## config.mk

```make
export PLATFORM = sky130hd
export DESIGN_NAME = lane_scan_capture
export DESIGN_NICKNAME = d
export VERILOG_FILES = /design/src/rtl/lane_scan_pkg.sv /design/src/rtl/lane_scan_ctr.sv /design/src/rtl/lane_scan_capture.sv
export SDC_FILE = /design/constraint.sdc
export NUM_CORES = 1
export LEC_CHECK = 0
export BUFFER_PORTS_ARGS = -buffer_cell sky130_fd_sc_hd__buf_2
export CORE_MARGIN = 2
export CORE_UTILIZATION = 45
export CTS_CLUSTER_SIZE = 30
export DETAILED_ROUTE_END_ITERATION = 6
export PLACE_DENSITY = 0.81
export SLEW_MARGIN = 15
export SYNTH_ARGS = -nofsm -noshare
export SYNTH_HDL_FRONTEND = slang
export SYNTH_SLANG_ARGS = --single-unit
```

## constraint.sdc

```tcl
create_clock -name i_clk -period 1.8 [get_ports i_clk]
set_input_delay 0.27 -clock i_clk [delete_from_list [all_inputs] [get_ports i_clk]]
set_output_delay 0.27 -clock i_clk [all_outputs]
set_load 0.1 [all_outputs]
```

## src/rtl/lane_scan_pkg.sv

```systemverilog
// -----------------------------------------------------------------------------
// lane_scan_pkg
// Shared types and helpers for the lane scan capture bank.
//   lane_scan_state_e : FSM state encoding (IDLE, SCAN)
//   LS_MODE_SINGLE/CONT : values of the latched sweep mode
//   ls_idx_width()    : lane index width for a given lane count (min 1 bit)
// -----------------------------------------------------------------------------
package lane_scan_pkg;

    typedef enum logic {
        IDLE = 1'b0,
        SCAN = 1'b1
    } lane_scan_state_e;

    localparam logic LS_MODE_SINGLE = 1'b0;
    localparam logic LS_MODE_CONT   = 1'b1;

    // A single-lane bank still needs a 1-bit index port.
    function automatic int ls_idx_width(input int num_lanes);
        return (num_lanes > 1) ? $clog2(num_lanes) : 1;
    endfunction

endpackage

```

## src/rtl/lane_scan_ctr.sv

```systemverilog
// -----------------------------------------------------------------------------
// lane_scan_ctr
// Lane index counter: counts 0..NUM_LANES-1 and wraps to 0.
// Ports:
//   i_clk, i_arst_n : clock, asynchronous active-low reset
//   i_clr           : force index to 0 (has priority over i_inc)
//   i_inc           : advance index (wrap after the last lane)
//   o_idx           : current index
//   o_tc            : terminal count, high while o_idx == NUM_LANES-1
// -----------------------------------------------------------------------------
module lane_scan_ctr
    import lane_scan_pkg::*;
#(
    parameter int NUM_LANES = 8,
    parameter int IDX_W     = ls_idx_width(NUM_LANES)
) (
    input  logic             i_clk,
    input  logic             i_arst_n,
    input  logic             i_clr,
    input  logic             i_inc,
    output logic [IDX_W-1:0] o_idx,
    output logic             o_tc
);

    localparam logic [IDX_W-1:0] LAST_IDX = IDX_W'(NUM_LANES - 1);

    logic [IDX_W-1:0] idx_q;
    logic [IDX_W-1:0] idx_d;

    // With one lane LAST_IDX is 0, so the counter never leaves 0.
    assign o_tc  = (idx_q == LAST_IDX);
    assign o_idx = idx_q;

    always_comb begin
        idx_d = idx_q;
        if (i_clr) begin
            idx_d = '0;
        end else if (i_inc) begin
            idx_d = o_tc ? '0 : idx_q + IDX_W'(1);
        end
    end

    always_ff @(posedge i_clk or negedge i_arst_n) begin
        if (!i_arst_n) begin
            idx_q <= '0;
        end else begin
            idx_q <= idx_d;
        end
    end

endmodule

```

## src/rtl/lane_scan_capture.sv

```systemverilog
// -----------------------------------------------------------------------------
// lane_scan_capture
// Sweeps a lane index over NUM_LANES input lanes and registers one lane per
// enabled clock into a per-lane output register. Single-sweep or continuous
// mode, start/busy/done handshake and synchronous abort.
// Optional feature macro: LANE_SCAN_PARITY_EN (adds o_par, per-lane even
// parity of o_lane_q).
// Ports:
//   i_clk, i_arst_n : clock, asynchronous active-low reset
//   i_en            : scan enable (pauses the sweep when low)
//   i_start, i_mode : sweep request and mode (0 single, 1 continuous), IDLE only
//   i_abort         : return to IDLE without capture or done
//   i_data          : lane k at [k*WIDTH +: WIDTH]
//   o_lane_q        : captured lanes, same packing as i_data
//   o_idx           : lane captured at the next enabled edge
//   o_busy          : high while scanning
//   o_done          : one-cycle pulse after the last lane is captured
//   o_par           : per-lane XOR of o_lane_q (macro only)
// -----------------------------------------------------------------------------
module lane_scan_capture
    import lane_scan_pkg::*;
#(
    parameter int NUM_LANES = 8,
    parameter int WIDTH     = 8,
    parameter int IDX_W     = ls_idx_width(NUM_LANES)
) (
    input  logic                       i_clk,
    input  logic                       i_arst_n,
    input  logic                       i_en,
    input  logic                       i_start,
    input  logic                       i_mode,
    input  logic                       i_abort,
    input  logic [NUM_LANES*WIDTH-1:0] i_data,
    output logic [NUM_LANES*WIDTH-1:0] o_lane_q,
    output logic [IDX_W-1:0]           o_idx,
    output logic                       o_busy,
    output logic                       o_done
`ifdef LANE_SCAN_PARITY_EN
    ,
    output logic [NUM_LANES-1:0]       o_par
`endif
);

    lane_scan_state_e state_q, state_d;
    logic             mode_q, mode_d;
    logic             done_q, done_d;
    logic             cap_en;
    logic             ctr_clr;
    logic             ctr_tc;

    logic [WIDTH-1:0] lane_q [NUM_LANES];
    logic [WIDTH-1:0] lane_d [NUM_LANES];

    lane_scan_ctr #(
        .NUM_LANES (NUM_LANES),
        .IDX_W     (IDX_W)
    ) u_ctr (
        .i_clk    (i_clk),
        .i_arst_n (i_arst_n),
        .i_clr    (ctr_clr),
        .i_inc    (cap_en),
        .o_idx    (o_idx),
        .o_tc     (ctr_tc)
    );

    // State register
    always_ff @(posedge i_clk or negedge i_arst_n) begin
        if (!i_arst_n) begin
            state_q <= IDLE;
            mode_q  <= LS_MODE_SINGLE;
            done_q  <= 1'b0;
        end else begin
            state_q <= state_d;
            mode_q  <= mode_d;
            done_q  <= done_d;
        end
    end

    // Next-state logic; abort wins over the end-of-sweep transition.
    always_comb begin
        state_d = state_q;
        mode_d  = mode_q;
        case (state_q)
            IDLE: begin
                if (i_start && !i_abort) begin
                    state_d = SCAN;
                    mode_d  = i_mode;
                end
            end
            SCAN: begin
                if (i_abort) begin
                    state_d = IDLE;
                end else if (i_en && ctr_tc && (mode_q == LS_MODE_SINGLE)) begin
                    state_d = IDLE;
                end
            end
            default: state_d = IDLE;
        endcase
    end

    // Output / strobe logic
    always_comb begin
        o_busy  = (state_q == SCAN);
        cap_en  = (state_q == SCAN) && !i_abort && i_en;
        // Index restarts at 0 on an accepted start and on abort.
        ctr_clr = ((state_q == IDLE) && i_start && !i_abort) ||
                  ((state_q == SCAN) && i_abort);
        done_d  = cap_en && ctr_tc;
    end

    assign o_done = done_q;

    // Capture registers: only the lane selected by the index is written.
    generate
        for (genvar gi = 0; gi < NUM_LANES; gi++) begin : g_lane
            assign lane_d[gi] = (cap_en && (o_idx == IDX_W'(gi)))
                              ? i_data[gi*WIDTH +: WIDTH] : lane_q[gi];
            assign o_lane_q[gi*WIDTH +: WIDTH] = lane_q[gi];
`ifdef LANE_SCAN_PARITY_EN
            assign o_par[gi] = ^lane_q[gi];
`endif
        end
    endgenerate

    always_ff @(posedge i_clk or negedge i_arst_n) begin
        if (!i_arst_n) begin
            for (int k = 0; k < NUM_LANES; k++) begin
                lane_q[k] <= '0;
            end
        end else begin
            for (int k = 0; k < NUM_LANES; k++) begin
                lane_q[k] <= lane_d[k];
            end
        end
    end

endmodule

```

==> impl_metrics.ini <==
[global_route]
grt_usage_pct = 17.8
antenna_found_initial = 0
first_global_vias = 2054
grt.overflow.total = 0
grt_max_degree = 71
grt_pass1_wl_um = 9710

[hold_path]
hold_end = o_lane_q[43]
worstHoldStart = i_data[43]
hold_path_class = input pin to flip-flop
holdPathStages = 2

[synthesis]
ys_seq_area_share_pct = 62.1
ys_top_cells_by_area = dfrtp_1 62%, mux2_2 26%, ha_1 2.7%, nor2_4 2.4%, nand3b_1 0.80%
async_flop_share_pct = 100
synth-seq-cells = 70
yosysWarnings = 0
synth.net_count = 253
synth_top_area_share_pct = 62.1
syn_area_sq_um = 2820
synth_area_leader_cell = dfrtp_1
synth_cells = 177
postSynthAreaPerCell_sq_um = 15.9
synth_edf_count = 0
ys.flop_type = dfrtp_1
ys_types = 19

[timing]
relSlewSlack_pct = 66.0
rsz0062_at_grt = false
tightest_slew_ps = 513
finClkSkew_ps = 5.17
drv_slew = 0
fin_crit_ps = 1690
max_freq_mhz = 593
hold_viol_final = 0
finalSetupViolCount = 0
finalCritPeriodShare_pct = 93.7
fin_setup_tns_ps = 0

[clock_tree]
cts_tree = built
numCtsBuffers = 9
insertion_delay_ps = 320
cts_max_level = 3
ctsResizeCount = 0
clockBufferDepth = 2
clk_pin_slew_ps = 70
cts_root_buffer = clkbuf_8
cts_num_sinks = 70

[worst_setup_path]
reg2reg_depth = 5
critical_path_class = flip-flop to flip-flop
cp_top_family = flip-flops
r2r-start = u_ctr.o_idx[0]
worstReg2RegEnd = o_lane_q[22]
crit_required_ps = 2010
r2r_setup_slack_ps = 110
cp_max_fo = 8
worstPathCellList = inv_1 > ha_1 > nand3b_1 > nor2_4 > mux2_2
cp.arrival_ps = 1900
critPathBufInv = 1
cp-end-kind = flip-flop
cp_slowest_cell = dfrtp_4
start_kind = flip-flop
max_stage_delay_ps = 510

[pwr]
p_comb_share_pct = 33.4
p_sw_uw = 1730
swShare_pct = 41.1
seqPwrFrac_pct = 42.2
p_clk_share_pct = 24.4
vdd_drop_max_uv = 1180
p_per_area_nw_per_um2 = 1120
leakagePower_uw = 0.00213
p_int_uw = 2490

[cells_and_area]
final_cells = 404
antenna-diode-count = 0
num-fill-cells = 513
syn_to_final_growth_pct = 34.2
layout-drive-gt1-share_pct = 69.9
fin_nets = 402
final_common_cell = buf_2
final_cell_mix = 138 x buf_2, 66 x dfrtp_1, 65 x mux2_2

[placed_design]
io_buffers = 138
hpwl_um = 4310
gp_congestion = 0.763
place_inst = 389

[floorplanning]
rows = 28
initial_core_util_pct = 47.1
die_w_um = 83.2
core-area_sq_um = 5990
io_pins = 139
fp.dieArea_sq_um = 6920
dieHeight_um = 83.2

[routing]
wl_per_cell_um = 14.0
vias = 1938
drtAntennaViolNets = 0
wl_um = 5650
first_pass_iters = 4
drc_errors = 0
first_iter_violations = 35
viasPerCell = 4.80

[run]
drv_cap = 0

[status]
outcome = finished clean
==> power groups by stage <==
stage	sequential, uW	combinational, uW	clock (uW)
finish	1780	1410	1030
global route	1800	1460	1150
CTS	1780	1420	1070
detailed placement	1810	1420	0
global placement	1810	1410	0
floorplan	2780	166	0
==> how the worst max path moves through the flow <==
stage                               from            to  slack, ps  cells after the start
final                     u_ctr.o_idx[0]  o_lane_q[22]        110                      5
after global routing      u_ctr.o_idx[1]  o_lane_q[42]          7                      5
after CTS                 u_ctr.o_idx[1]   o_lane_q[8]         70                      5
after detailed placement  u_ctr.o_idx[1]   o_lane_q[8]         80                      5
after global placement    u_ctr.o_idx[1]  o_lane_q[14]        110                      5
after floorplan                   o_busy  o_lane_q[40]         30                      4
==> stage by stage <==
step | util [%] | worst slack (ps) | hold WS (ps) | area (sq um) | total power (uW)
after detailed placement | 60.4 | 82.2 | 326 | 3620 | 3230
after global routing | 63.2 | 6.93 | 139 | 3780 | 4420
after global placement | 60.4 | 109 | 317 | 3620 | 3210
after floorplan | - | 34.2 | -25.6 | 2830 | 2940
final | 63.2 | 113 | 161 | 3780 | 4220
after CTS | 63.2 | 75.0 | 148 | 3780 | 4280
==> routing by layer <==
| layer | global-route usage (%) | part of all wire [%] | vias up | wire length [um] |
|---|---|---|---|---|
| met1 | 21.1 | 40 | 936 | 2230 |
| met5 | 0 | 0 | - | 0 |
| met2 | 30.1 | 53 | 74 | 2990 |
| met3 | 5.77 | 6.0 | 6 | 338 |
| met4 | 6.71 | 1.5 | 0 | 87 |
| li1 | - | - | 922 | - |
==> sequential cells by signal, indices dropped and copies added (netlist names) <==
signal and count:
mode_q 1, o_busy 1, u_ctr.o_idx 3, o_lane_q 64
o_done 1
==> synthesized netlist by cell type, types with 2 or more instances <==
cell type,number
nor2_4,6
ha_1,6
o22ai_1,3
nand3b_1,3
mux2_2,65
mux2i_1,2
dfrtp_1,70
nand3_2,2
nand2_1,3
nor2_1,3
inv_1,4
nand2b_1,2
buf_4,2
==> cell type report <==
class	count	area [sq um]	area share, %
repair buffers	140	721	19.0
clock inverters	2	10.0	0.264
flip-flops and latches	70	1760	46.5
inverters	4	15.0	0.397
clock buffers	12	145	3.83
well taps	75	93.8	2.48
multi-input cells	101	1040	27.4
==> worst reg2reg max path, stage by stage, from the launching register on <==
cell and delay (ps):
dfrtp_4 510, inv_1 100, ha_1 150, nand3b_1 180
nor2_4 280, mux2_2 370
==> timing repair <==
action / CTS / global route
setup endpoints to repair: 0 / 7
hold buffers: 1 / 0
buffers inserted: 0 / 0
endpoints found under the hold margin: 70 / 0
==> kinds of logic after synthesis <==
logic type / count (synthesis) / share of synthesized area [%]
compound gates: 4 / 0.843
fa+ha+maj: 6 / 2.66
buf+inv: 6 / 1.06
flops: 70 / 62.1
mux: 68 / 27.1
simple gates: 23 / 6.26
No activity file was read; power rests on OpenSTA's default activity.
